**src/rtl/adder_arb_16b_if.sv**
```systemverilog
// adder_arb_16b_if: requester, result and counter signals shared by the arbitrated adder and its driver
interface adder_arb_16b_if #(
  parameter int WIDTH = 16
);
  logic             req0_valid;
  logic [WIDTH-1:0] req0_a;
  logic [WIDTH-1:0] req0_b;
  logic             req0_ready;
  logic             req1_valid;
  logic [WIDTH-1:0] req1_a;
  logic [WIDTH-1:0] req1_b;
  logic             req1_ready;
  logic             res_valid;
  logic [WIDTH-1:0] res_sum;
  logic             res_carry;
  logic             res_id;
  logic             res_ready;
  logic [15:0]      op_count;
  modport master (
    output req0_valid, req0_a, req0_b, req1_valid, req1_a, req1_b, res_ready,
    input  req0_ready, req1_ready, res_valid, res_sum, res_carry, res_id, op_count
  );
  modport slave (
    input  req0_valid, req0_a, req0_b, req1_valid, req1_a, req1_b, res_ready,
    output req0_ready, req1_ready, res_valid, res_sum, res_carry, res_id, op_count
  );
endinterface

```
**src/rtl/adder_arb_16b.sv**
```systemverilog
// adder_arb_16b: one shared adder, round-robin arbitrated between two requesters, single result register
module adder_arb_16b #(
  parameter int WIDTH = 16
) (
  input logic             clk,
  input logic             rst_n,
  adder_arb_16b_if.slave  bus
);
  typedef enum logic {EMPTY, FULL} state_t;
  state_t           state_q, state_d;
  logic             prio_q, prio_d;
  logic [WIDTH-1:0] sum_q, sum_d;
  logic             carry_q, carry_d;
  logic             id_q, id_d;
  logic [15:0]      cnt_q, cnt_d;
  logic             can_accept, gnt0, gnt1, accept;
  logic [WIDTH-1:0] op_a, op_b;
  logic [WIDTH:0]   add;
  // grant, shared adder and next-state; readys are masked while reset is held
  always_comb begin
    can_accept = (state_q == EMPTY) || bus.res_ready;
    gnt0       = rst_n && can_accept && bus.req0_valid && (!bus.req1_valid || !prio_q);
    gnt1       = rst_n && can_accept && bus.req1_valid && !gnt0;
    accept     = gnt0 || gnt1;
    op_a       = gnt1 ? bus.req1_a : bus.req0_a;
    op_b       = gnt1 ? bus.req1_b : bus.req0_b;
    add        = {1'b0, op_a} + {1'b0, op_b};
    state_d    = accept ? FULL : (bus.res_ready ? EMPTY : state_q);
    prio_d     = accept ? gnt0 : prio_q;
    sum_d      = accept ? add[WIDTH-1:0] : sum_q;
    carry_d    = accept ? add[WIDTH] : carry_q;
    id_d       = accept ? gnt1 : id_q;
    cnt_d      = (state_q == FULL && bus.res_ready) ? cnt_q + 16'd1 : cnt_q;
  end
  // result register, arbitration pointer and delivery counter
  always_ff @(posedge clk or negedge rst_n) begin
    if (!rst_n) begin
      state_q <= EMPTY;
      prio_q  <= 1'b0;
      sum_q   <= '0;
      carry_q <= 1'b0;
      id_q    <= 1'b0;
      cnt_q   <= '0;
    end else begin
      state_q <= state_d;
      prio_q  <= prio_d;
      sum_q   <= sum_d;
      carry_q <= carry_d;
      id_q    <= id_d;
      cnt_q   <= cnt_d;
    end
  end
  assign bus.req0_ready = gnt0;
  assign bus.req1_ready = gnt1;
  assign bus.res_valid  = (state_q == FULL);
  assign bus.res_sum    = sum_q;
  assign bus.res_carry  = carry_q;
  assign bus.res_id     = id_q;
  assign bus.op_count   = cnt_q;
endmodule

```
**src/flat_wrapper.sv**
```systemverilog
// flat-port wrapper written by rule: the top's interface ports become plain ports
module adder_arb_16b_flat 
#(
  parameter int WIDTH = 16
)
  (clk, rst_n, bus_req0_valid, bus_req0_a, bus_req0_b, bus_req1_valid, bus_req1_a, bus_req1_b, bus_res_ready, bus_req0_ready, bus_req1_ready, bus_res_valid, bus_res_sum, bus_res_carry, bus_res_id, bus_op_count);
  adder_arb_16b_if #(.WIDTH(WIDTH)) bus_i ();
  input logic clk;
  input logic rst_n;
  input wire logic [$bits(bus_i.req0_valid)-1:0] bus_req0_valid;
  input wire logic [$bits(bus_i.req0_a)-1:0] bus_req0_a;
  input wire logic [$bits(bus_i.req0_b)-1:0] bus_req0_b;
  input wire logic [$bits(bus_i.req1_valid)-1:0] bus_req1_valid;
  input wire logic [$bits(bus_i.req1_a)-1:0] bus_req1_a;
  input wire logic [$bits(bus_i.req1_b)-1:0] bus_req1_b;
  input wire logic [$bits(bus_i.res_ready)-1:0] bus_res_ready;
  output wire logic [$bits(bus_i.req0_ready)-1:0] bus_req0_ready;
  output wire logic [$bits(bus_i.req1_ready)-1:0] bus_req1_ready;
  output wire logic [$bits(bus_i.res_valid)-1:0] bus_res_valid;
  output wire logic [$bits(bus_i.res_sum)-1:0] bus_res_sum;
  output wire logic [$bits(bus_i.res_carry)-1:0] bus_res_carry;
  output wire logic [$bits(bus_i.res_id)-1:0] bus_res_id;
  output wire logic [$bits(bus_i.op_count)-1:0] bus_op_count;
  assign bus_i.req0_valid = bus_req0_valid;
  assign bus_i.req0_a = bus_req0_a;
  assign bus_i.req0_b = bus_req0_b;
  assign bus_i.req1_valid = bus_req1_valid;
  assign bus_i.req1_a = bus_req1_a;
  assign bus_i.req1_b = bus_req1_b;
  assign bus_i.res_ready = bus_res_ready;
  assign bus_req0_ready = bus_i.req0_ready;
  assign bus_req1_ready = bus_i.req1_ready;
  assign bus_res_valid = bus_i.res_valid;
  assign bus_res_sum = bus_i.res_sum;
  assign bus_res_carry = bus_i.res_carry;
  assign bus_res_id = bus_i.res_id;
  assign bus_op_count = bus_i.op_count;
  adder_arb_16b #(.WIDTH(WIDTH)) u_core (.clk(clk), .rst_n(rst_n), .bus(bus_i));
endmodule
```
**config.mk**
```make
export PLATFORM = sky130hd
export DESIGN_NAME = adder_arb_16b_flat
export DESIGN_NICKNAME = d
export VERILOG_FILES = /design/src/rtl/adder_arb_16b_if.sv /design/src/rtl/adder_arb_16b.sv /design/src/flat_wrapper.sv
export SDC_FILE = /design/constraint.sdc
export NUM_CORES = 1
export LEC_CHECK = 0
export CORE_UTILIZATION = 44
export DETAILED_ROUTE_END_ITERATION = 12
export PLACE_DENSITY = 0.84
export SYNTH_ARGS = -nofsm -noshare
export SYNTH_HDL_FRONTEND = slang
export SYNTH_SLANG_ARGS = --single-unit
```
**constraint.sdc**
```tcl
create_clock -name clk -period 3.78 [get_ports clk]
set_input_delay 0.945 -clock clk [delete_from_list [all_inputs] [get_ports clk]]
set_output_delay 0.945 -clock clk [all_outputs]
set_load 0.01 [all_outputs]
```
==> results.txt, run 1 <==
HPWL Detailed -> 5440 um
Max-cap violations -> 0
#FFs+latches synth -> 36
Max Root-Sink Buffers -> 2
Cell Count, Final, Fillers Out -> 535
First-pass GRT wire length -> 11,400 um
Placed cells -> 527
Clock Sinks -> 36
Post-Syn Area -> 2590 sq um
Largest net degree at the start of global routing -> 37
Total vias in the final route -> 2,729
Setup CP Type -> in2reg
Share of cells above drive strength 1 -> 14.0%
CTS H-tree lvls -> 2
# IOs -> 106
VDD IR max -> 0.348 mV
Crit. End Element -> flop
Vias in the first global route -> 2,638
Final count of pins violating max slew -> 0
Pwr Density -> 399 nW/um^2
Initial core utilization -> 46.2%
Synthesized instance count -> 326
Most frequent cells in the layout -> 132 x nand2_1, 104 x clkdlybuf4s50_1, 36 x buf_4, 36 x dfrtp_1, 19 x xnor2_1
Chip height -> 78.8 um
Diodes inserted -> 0
GRT Util Overall -> 22.8%
Status -> finished clean
Post-Syn Area per Cell -> 7.95 sq um
Commonest non-fill, non-tap cell in the layout -> nand2_1
DR vias/cell -> 5.10
Num CTS Buffers -> 5
Area Growth Syn to Fin -> 57.9%
Final Hold Viols -> 0
Post-DRT Antenna Nets -> 0
CP Launch Type -> primary input
Final wirelength -> 6820 um
Worst path arrival time -> 3.80 ns
Clk Latency, worst-skew pair -> 0.28 ns
Max FO, Critical Path -> 5
Final period utilization -> 96.6%
Clk_skew -> 0.00591 ns
Final setup TNS -> 0 ns
Gr ovfl total -> 0
Unique masters post-synth -> 42
Worst-margin pin slew -> 0.454 ns
Initial antenna violation count -> 0
Worst EP required -> 3.93 ns
RePlAce Congestion -> 0.916
Final worst setup slack -> 0.130 ns
Die Wd -> 78.8 um
Filler cell count -> 449
Clock period minus worst slack -> 3.65 ns
Slew margin rel. -> 69.7%
Multi-input logic area -> 1680 sq um
Max Fclk -> 274 MHz
Residual DRC -> 0
Leakage -> 0.00191 uW
CORE AREA -> 5610 sq um
TritonCTS clock tree -> built
Setup slack at placement -> -0.299 ns
Row cnt -> 27
Reg clk slew, reported paths -> 0.07 ns
Die area -> 6200 sq um
Setup violations, final -> 0
Worst min path class -> reg2reg
Sequential fraction of the synthesis area -> 34.7%
Syn Nets -> 413
Nets -> 550
Router iterations before antenna repair -> 4
Drt initial violations -> 92
Register area -> 901 sq um
Routed len/inst -> 12.7 um
PortBufs -> 105
CTS Hold Bufs -> 0
CTS root buf -> clkbuf_8
Synth Warn # -> 0
## cell families after synthesis
group / Yosys count / share of synthesized area [%]
AND/OR/NAND/NOR: 174 / 27.6
multiplexers: 5 / 2.08
AO/OA/AOI/OAI: 53 / 15.1
adder cells (fa/ha/maj): 18 / 8.98
XOR/XNOR: 26 / 8.78
buffers and inverters: 14 / 2.75
flip-flops: 36 / 34.7
## path summary, 6_finish.rpt
| path | from | cells past startpoint | to | slack (ns) |
|---|---|---|---|---|
| setup / recovery | bus_res_ready | 15 | u_core.bus.res_sum[10] | 0.13 |
| hold / removal | u_core.bus.res_sum[8] | 2 | u_core.bus.res_sum[8] | 0.48 |
| setup reg to reg | u_core.bus.res_valid | 14 | u_core.bus.res_sum[10] | 0.89 |
| hold reg to reg | u_core.bus.res_sum[8] | 2 | u_core.bus.res_sum[8] | 0.48 |
| max in group asynchronous | rst_n | 2 | u_core.bus.op_count[12] | 2.73 |
| min in group asynchronous | rst_n | 2 | u_core.bus.op_count[7] | 0.73 |
## Yosys cell counts, drive strengths merged
cell       n  area share [%]
a21oi     13             3.1
o31ai      3            0.87
xor2       7             2.4
nand2    133              19
o211a      1            0.39
ha        17             8.2
buf        5             1.4
and4       1            0.34
a21o       3            0.87
a31oi      2             1.1
a2111oi    1             1.1
a211oi     3             1.1
and3       5             1.2
mux2       3             1.3
o21bai     3            0.87
o21ai     16             3.1
inv        2            0.29
mux2i      2            0.77
a31o       1            0.34
nor3       3            0.58
nor2      12             1.7
fa         1            0.77
a21bo      1            0.39
nand3     11             2.1
nand2b     2            0.48
and2       1            0.24
xnor2     19             6.4
nand4      4            0.97
clkbuf     7             1.0
dfrtp     36              35
o21a       2            0.58
a211o      1            0.34
o211ai     3             1.1
nor3b      2            0.58
## metrics by stage
stage               hold slack, ns  total power (uW)  utilization, %  cell area, sq um
CTS                          0.485              1630            71.9              4030
floorplan                    0.463               948               -              2590
global route                 0.507              1750            73.0              4090
detailed placement           0.470              1370            70.5              3950
finish                       0.481              1630            73.0              4090
global placement             0.465              1340            70.5              3950
## worst max-delay path, cell delays in order
cell and delay [ns]:
clkdlybuf4s50_1 0.50, nand2b_4 0.13, and2_4 0.16, nand3_4 0.09
buf_4 0.17, nand2_1 0.06, nand2_1 0.05, ha_2 0.19
fa_2 0.36, a21o_1 0.20, a31o_1 0.24, a21bo_2 0.22
a21oi_2 0.14, mux2i_1 0.19, o211ai_1 0.12
## cell type report
| class | instances | share of cell area [%] |
|---|---|---|
| Clock inverter | 1 | 0.122 |
| Multi-Input combinational cell | 276 | 41.1 |
| Sequential cell | 36 | 22.0 |
| Tap cell | 72 | 2.20 |
| Clock buffer | 6 | 1.77 |
| Inverter | 2 | 0.183 |
| Timing Repair Buffer | 142 | 32.7 |
## flip-flops by register name, summed over array words and instances (netlist names)
| signal | cells |
|---|---|
| u_core.prio_q | 1 |
| u_core.bus.res_sum | 16 |
| u_core.bus.res_carry | 1 |
| u_core.bus.op_count | 16 |
| u_core.bus.res_valid | 1 |
| u_core.bus.res_id | 1 |
## metal layers
layer	part of all wire, %	global-route usage (%)	vias to the layer above
li1	-	-	1363
met1	41	27.6	1243
met2	51	40.4	106
met3	5.4	3.79	17
met4	2.2	8.33	0
met5	0	0	-
## report_power, final
group	total (uW)	switching, uW	internal, uW
Combinational	822	362	460
Clock	255	130	125
Sequential	558	77.3	481
Total	1630	569	1070
## timing repair
action | CTS | global route
gates resized for setup | 1 | 10
setup endpoints to repair | 1 | 10
pin swaps | 0 | 5
setup buffers | 0 | 1
(Power assumes the default switching activity.)
==> run 2, diff against run 1 <==
--- a/config.mk
+++ b/config.mk
@@ -7,7 +7,9 @@
 export LEC_CHECK = 0
 export CORE_UTILIZATION = 44
 export DETAILED_ROUTE_END_ITERATION = 12
+export GPL_ROUTABILITY_DRIVEN = 0
 export PLACE_DENSITY = 0.84
+export SLEW_MARGIN = 10
 export SYNTH_ARGS = -nofsm -noshare
 export SYNTH_HDL_FRONTEND = slang
 export SYNTH_SLANG_ARGS = --single-unit
==> run 2 against run 1 <==
Compared with the run above:
- design area fell by 0.67%
- global-route usage shrank 0.085 points
- via count down 0.77%
- sequential cell count is the same
- cell count fell by 0.37%
- routed wire length shrank 0.59%
- die area is the same
- non-clock buffer count decreased by 3
- clock-buffer cell count is 1 higher
- maximum frequency shrank 0.75%
- power grew 1.5%
- clock power is 14% higher
- largest cell class unchanged
==> results.txt, run 2 (same netlist as run 1, synthesis figures left out) <==
Final count of pins violating max slew -> 0 (unchanged)
Chip height -> 78.8 um (unchanged)
Initial antenna violation count -> 0 (unchanged)
PortBufs -> 105 (unchanged)
Clock period minus worst slack -> 3.68 ns (was 3.65 ns)
DR vias/cell -> 5.08 (was 5.10)
CTS H-tree lvls -> 2 (unchanged)
Commonest non-fill, non-tap cell in the layout -> nand2_1 (unchanged)
Worst-margin pin slew -> 0.458 ns (was 0.454 ns)
Vias in the first global route -> 2,662 (was 2,638)
Worst hold path endpoint -> u_core.bus.res_id (was u_core.bus.res_sum[8])
Final Hold Viols -> 0 (unchanged)
Setup CP Type -> in2reg (unchanged)
Max Fclk -> 272 MHz (was 274 MHz)
Pwr Density -> 408 nW/um^2 (was 399 nW/um^2)
Worst R2R Path Depth -> 14 (unchanged)
Final period utilization -> 97.3% (was 96.6%)
Final wirelength -> 6780 um (was 6820 um)
Share of cells above drive strength 1 -> 13.2% (was 14.0%)
Status -> finished clean (unchanged)
GRT Util Overall -> 22.7% (was 22.8%)
Max Root-Sink Buffers -> 2 (unchanged)
CORE AREA -> 5610 sq um (unchanged)
Worst EP required -> 3.94 ns (was 3.93 ns)
Worst reg2reg endpoint -> u_core.bus.res_sum[10] (unchanged)
Initial core utilization -> 46.2% (unchanged)
Fin util -> 72.5% (was 73.0%)
Clk Latency, worst-skew pair -> 0.29 ns (was 0.28 ns)
Hold Path Origin -> u_core.bus.res_id (was u_core.bus.res_sum[8])
Drt initial violations -> 113 (was 92)
Crit. End Element -> flop (unchanged)
Max-cap violations -> 0 (unchanged)
# IOs -> 106 (unchanged)
TritonCTS clock tree -> built (unchanged)
Die area -> 6200 sq um (unchanged)
Nets -> 547 (was 550)
Setup violations, final -> 0 (unchanged)
Clock Sinks -> 36 (unchanged)
Slew margin rel. -> 69.5% (was 69.7%)
Routed len/inst -> 12.7 um (about the same)
Clk_skew -> 0.00255 ns (was 0.00591 ns)
Diodes inserted -> 0 (unchanged)
Leakage -> 0.00190 uW (was 0.00191 uW)
Worst path arrival time -> 3.84 ns (was 3.80 ns)
Setup Fix Bufs, Post-CTS -> 0 (unchanged)
Hold path cells -> 2 (unchanged)
Residual DRC -> 0 (unchanged)
Final setup TNS -> 0 ns (unchanged)
Most frequent cells in the layout -> 132 x nand2_1, 104 x clkdlybuf4s50_1, 36 x dfrtp_1 (was 132 x nand2_1, 104 x clkdlybuf4s50_1, 36 x buf_4, 36 x dfrtp_1, 19 x xnor2_1)
CTS Hold Bufs -> 0 (unchanged)
VDD IR max -> 0.298 mV (was 0.348 mV)
Router iterations before antenna repair -> 4 (unchanged)
Gr ovfl total -> 0 (unchanged)
Largest net degree at the start of global routing -> 38 (was 37)
R2r setup slk -> 0.86 ns (was 0.89 ns)
Critical R2R Launch -> u_core.bus.res_valid (unchanged)
HPWL Detailed -> 5460 um (was 5440 um)
CP Launch Type -> primary input (unchanged)
Total vias in the final route -> 2,708 (was 2,729)
Worst min path class -> reg2reg (unchanged)
Post-DRT Antenna Nets -> 0 (unchanged)
Reg clk slew, reported paths -> 0.07 ns (about the same)
Num CTS Buffers -> 5 (unchanged)
Row cnt -> 27 (unchanged)
Die Wd -> 78.8 um (unchanged)
First-pass GRT wire length -> 11,300 um (was 11,400 um)
CTS root buf -> clkbuf_8 (unchanged)
Max FO, Critical Path -> 5 (unchanged)
Area Growth Syn to Fin -> 56.8% (was 57.9%)
-- run 2: layout make-up --
| type | instances | area (sq um) |
|---|---|---|
| multi-input combinational | 276 | 1660 |
| fill | 469 | 1540 |
| timing repair buffer | 139 | 1310 |
| sequential | 36 | 901 |
| tap | 72 | 90.1 |
| clock buffer | 7 | 86.3 |
| clock inverter | 1 | 7.51 |
| inverter | 2 | 7.51 |
-- run 2: how the worst max path moves through the flow --
stage                     cells after the start                endpoint  slack [ns]           from
final                                        15  u_core.bus.res_sum[10]        0.10  bus_res_ready
after global routing                         15  u_core.bus.res_sum[11]       -0.06  bus_res_ready
after CTS                                    15  u_core.bus.res_sum[10]        0.01  bus_res_ready
after detailed placement                     15  u_core.bus.res_sum[10]       -0.31  bus_res_ready
after global placement                       15  u_core.bus.res_sum[10]       -0.18  bus_res_ready
after floorplan                              15  u_core.bus.res_sum[10]        0.13  bus_res_ready
-- run 2: where the power goes --
| part | internal [uW] | switching (uW) | leakage, uW |
|---|---|---|---|
| combinational | 455 | 357 | 0.00140 |
| sequential | 480 | 76.5 | 0.000459 |
| clock | 148 | 143 | 0.0000445 |
-- run 2: critical path, stage by stage --
cell             delay, ns
clkdlybuf4s50_1       0.50
nand2b_4              0.13
and2_4                0.15
nand3_2               0.11
buf_4                 0.18
nand2_1               0.06
nand2_1               0.05
ha_1                  0.22
fa_2                  0.35
a21o_1                0.20
a31o_1                0.25
a21bo_2               0.22
a21oi_2               0.15
mux2i_1               0.21
o211ai_1              0.11
-- run 2: repair_timing --
action / CTS / global route
endpoints found under the setup margin: 1 / 8
pin swaps: 0 / 1
gates resized for setup: 1 / 6
-- run 2: per-layer routing --
metal	GRT usage, %	wire (um)
met4	6.30	90
met3	3.56	312
met1	26.5	2900
met5	0	0
met2	42.6	3480
-- run 2: stage by stage --
stage | cell area, sq um | cells | power [uW] | hold WS [ns] | worst slack, ns
after CTS | 4040 | 533 | 1660 | 0.484 | 0.0103
after detailed placement | 3940 | 525 | 1360 | 0.469 | -0.314
after global placement | 3940 | 525 | 1340 | 0.462 | -0.177
after global routing | 4070 | 533 | 1760 | 0.517 | -0.0558
final | 4070 | 533 | 1660 | 0.482 | 0.102
after floorplan | 2590 | 326 | 948 | 0.463 | 0.128
==> run 3, diff against run 2 <==
--- a/config.mk
+++ b/config.mk
@@ -5,6 +5,7 @@
 export SDC_FILE = /design/constraint.sdc
 export NUM_CORES = 1
 export LEC_CHECK = 0
+export CORE_MARGIN = 3
 export CORE_UTILIZATION = 44
 export DETAILED_ROUTE_END_ITERATION = 12
 export GPL_ROUTABILITY_DRIVEN = 0
==> run 3 against run 2 <==
Compared with the run above:
- via count increased by 0.74%
- worst setup slack better by 0.042 ns
- power down 0.95%
- utilization is 0.13 points higher
- routed wire length rose by 3.4%
- cell count up 0.19%
- register-to-register slack is essentially flat
- critical path depth is the same
- clock skew is 0.0027 ns higher
- non-clock buffer count up 1
- die area up 10%
- critical endpoint unchanged
- largest cell class unchanged
==> results.txt, run 3 (same netlist as run 1, synthesis figures left out) <==
Status -> finished clean (unchanged)
# IOs -> 106 (unchanged)
Cell area after placement -> 3940 sq um (about the same)
VDD IR max -> 0.269 mV (was 0.298 mV)
Router iterations before antenna repair -> 4 (unchanged)
GRT Util Overall -> 21.1% (was 22.7%)
Diodes inserted -> 0 (unchanged)
PortBufs -> 105 (unchanged)
Die Wd -> 82.8 um (was 78.8 um)
GR Util met1 -> 23.6% (was 26.5%)
Hold slack -> 0.481 ns (was 0.482 ns)
Max Root-Sink Buffers -> 2 (unchanged)
CP Launch Type -> primary input (unchanged)
Die area -> 6850 sq um (was 6200 sq um)
First-pass GRT wire length -> 11,300 um (about the same)
Setup violations, final -> 0 (unchanged)
CORE AREA -> 5610 sq um (unchanged)
Critical R2R Launch -> u_core.bus.res_valid (unchanged)
Final setup TNS -> 0 ns (unchanged)
Max FO, Critical Path -> 5 (unchanged)
Clock Sinks -> 36 (unchanged)
Residual DRC -> 0 (unchanged)
Row cnt -> 27 (unchanged)
Clk_skew -> 0.00529 ns (was 0.00255 ns)
Chip height -> 82.8 um (was 78.8 um)
Largest net degree at the start of global routing -> 37 (was 38)
Final Hold Viols -> 0 (unchanged)
Clock period minus worst slack -> 3.64 ns (was 3.68 ns)
Post-DRT Antenna Nets -> 0 (unchanged)
Total vias in the final route -> 2,728 (was 2,708)
Slew margin rel. -> 69.0% (was 69.5%)
Most frequent cells in the layout -> 132 x nand2_1, 104 x clkdlybuf4s50_1, 36 x dfrtp_1 (unchanged)
Num CTS Buffers -> 5 (unchanged)
Area Growth Syn to Fin -> 57.1% (was 56.8%)
Crit. End Element -> flop (unchanged)
Final Cell Area -> 4070 sq um (about the same)
Met3 Resource Use GR -> 4.77% (was 3.56%)
Hold Path Origin -> u_core.bus.res_sum[15] (was u_core.bus.res_id)
Worst EP required -> 3.95 ns (was 3.94 ns)
CTS root buf -> clkbuf_8 (unchanged)
Routed len/inst -> 13.1 um (was 12.7 um)
HPWL Detailed -> 5760 um (was 5460 um)
CTS H-tree lvls -> 2 (unchanged)
GR Layer Usage met2 -> 39.5% (was 42.6%)
Pwr Density -> 404 nW/um^2 (was 408 nW/um^2)
TritonCTS clock tree -> built (unchanged)
Max-cap violations -> 0 (unchanged)
Setup CP Type -> in2reg (unchanged)
Final count of pins violating max slew -> 0 (unchanged)
Worst path arrival time -> 3.81 ns (was 3.84 ns)
Leakage -> 0.00190 uW (about the same)
Total power -> 1640 uW (was 1660 uW)
Drt initial violations -> 120 (was 113)
Initial antenna violation count -> 0 (unchanged)
Worst min path class -> reg2reg (unchanged)
Final period utilization -> 96.2% (was 97.3%)
Commonest non-fill, non-tap cell in the layout -> nand2_1 (unchanged)
Nets -> 548 (was 547)
Share of cells above drive strength 1 -> 13.6% (was 13.2%)
Reg clk slew, reported paths -> 0.08 ns (was 0.07 ns)
Max Fclk -> 275 MHz (was 272 MHz)
Worst-margin pin slew -> 0.465 ns (was 0.458 ns)
Fin util -> 72.6% (was 72.5%)
Final wirelength -> 7010 um (was 6780 um)
Vias in the first global route -> 2,669 (was 2,662)
Most used routing layer -> met2 (unchanged)
CTS Hold Bufs -> 0 (unchanged)
RSZ-0062 raised after global routing -> false
DR vias/cell -> 5.11 (was 5.08)
Gr ovfl total -> 0 (unchanged)
Crit path from -> bus_res_ready (unchanged)
Clk Latency, worst-skew pair -> 0.29 ns (about the same)
Initial core utilization -> 46.2% (unchanged)
[run 3: changes by cell type in the layout (fill, tap and decap cells not counted), sizes merged]
cell / change
clkbuf: -2
clkinv: +3
clkinvlp: -1
buf: +1
[run 3: stage by stage]
step	worst slack [ns]	instances
finish	0.144	534
detailed placement	-0.272	526
global placement	-0.158	526
global route	0.0137	534
floorplan	0.128	326
CTS	0.0208	534
[run 3: critical path, cell delays in order]
cell and delay [ns]:
clkdlybuf4s50_1 0.47, nand2b_1 0.12, and2_4 0.15, nand3_2 0.11, buf_4 0.18, nand2_1 0.07, nand2_1 0.06, ha_1 0.22
fa_2 0.35, a21o_1 0.20, a31o_1 0.25, a21bo_2 0.22, a21oi_2 0.15, mux2i_1 0.20, o211ai_1 0.10
[run 3: timing repair]
action | 4_1_cts | 5_1_grt
endpoints found under the setup margin | 0 | 10
resized for setup | 0 | 8
buffers inserted | 0 | 0
[run 3: area by class of cell]
class,instances,area (sq um)
multi-input cells,276,1670
fillers,457,1540
repair buffers,140,1320
flip-flops and latches,36,901
well taps,72,90.1
clock buffers,5,68.8
clock inverters,3,18.8
inverters,2,7.51
[run 3: final timing paths]
check / endpoint / slack (ns) / depth (start not counted)
max: u_core.bus.res_sum[10] / 0.14 / 15
min: u_core.bus.res_sum[15] / 0.48 / 2
max reg2reg: u_core.bus.res_sum[10] / 0.87 / 14
min reg2reg: u_core.bus.res_sum[15] / 0.48 / 2
max in group asynchronous: u_core.bus.res_id / 2.73 / 2
min in group asynchronous: u_core.bus.op_count[0] / 0.72 / 2
[run 3: metal layers]
layer  up-vias  share of wire [%]
met2        91                 52
met5         -                  0
li1       1363                  -
met4         0                1.5
met3        14                6.3
met1      1260                 40
[run 3: power by group]
part | switching (uW) | leakage, uW | internal [uW]
clock network | 147 | 0.0000479 | 128
logic | 357 | 0.00140 | 457
registers | 74.8 | 0.000459 | 480
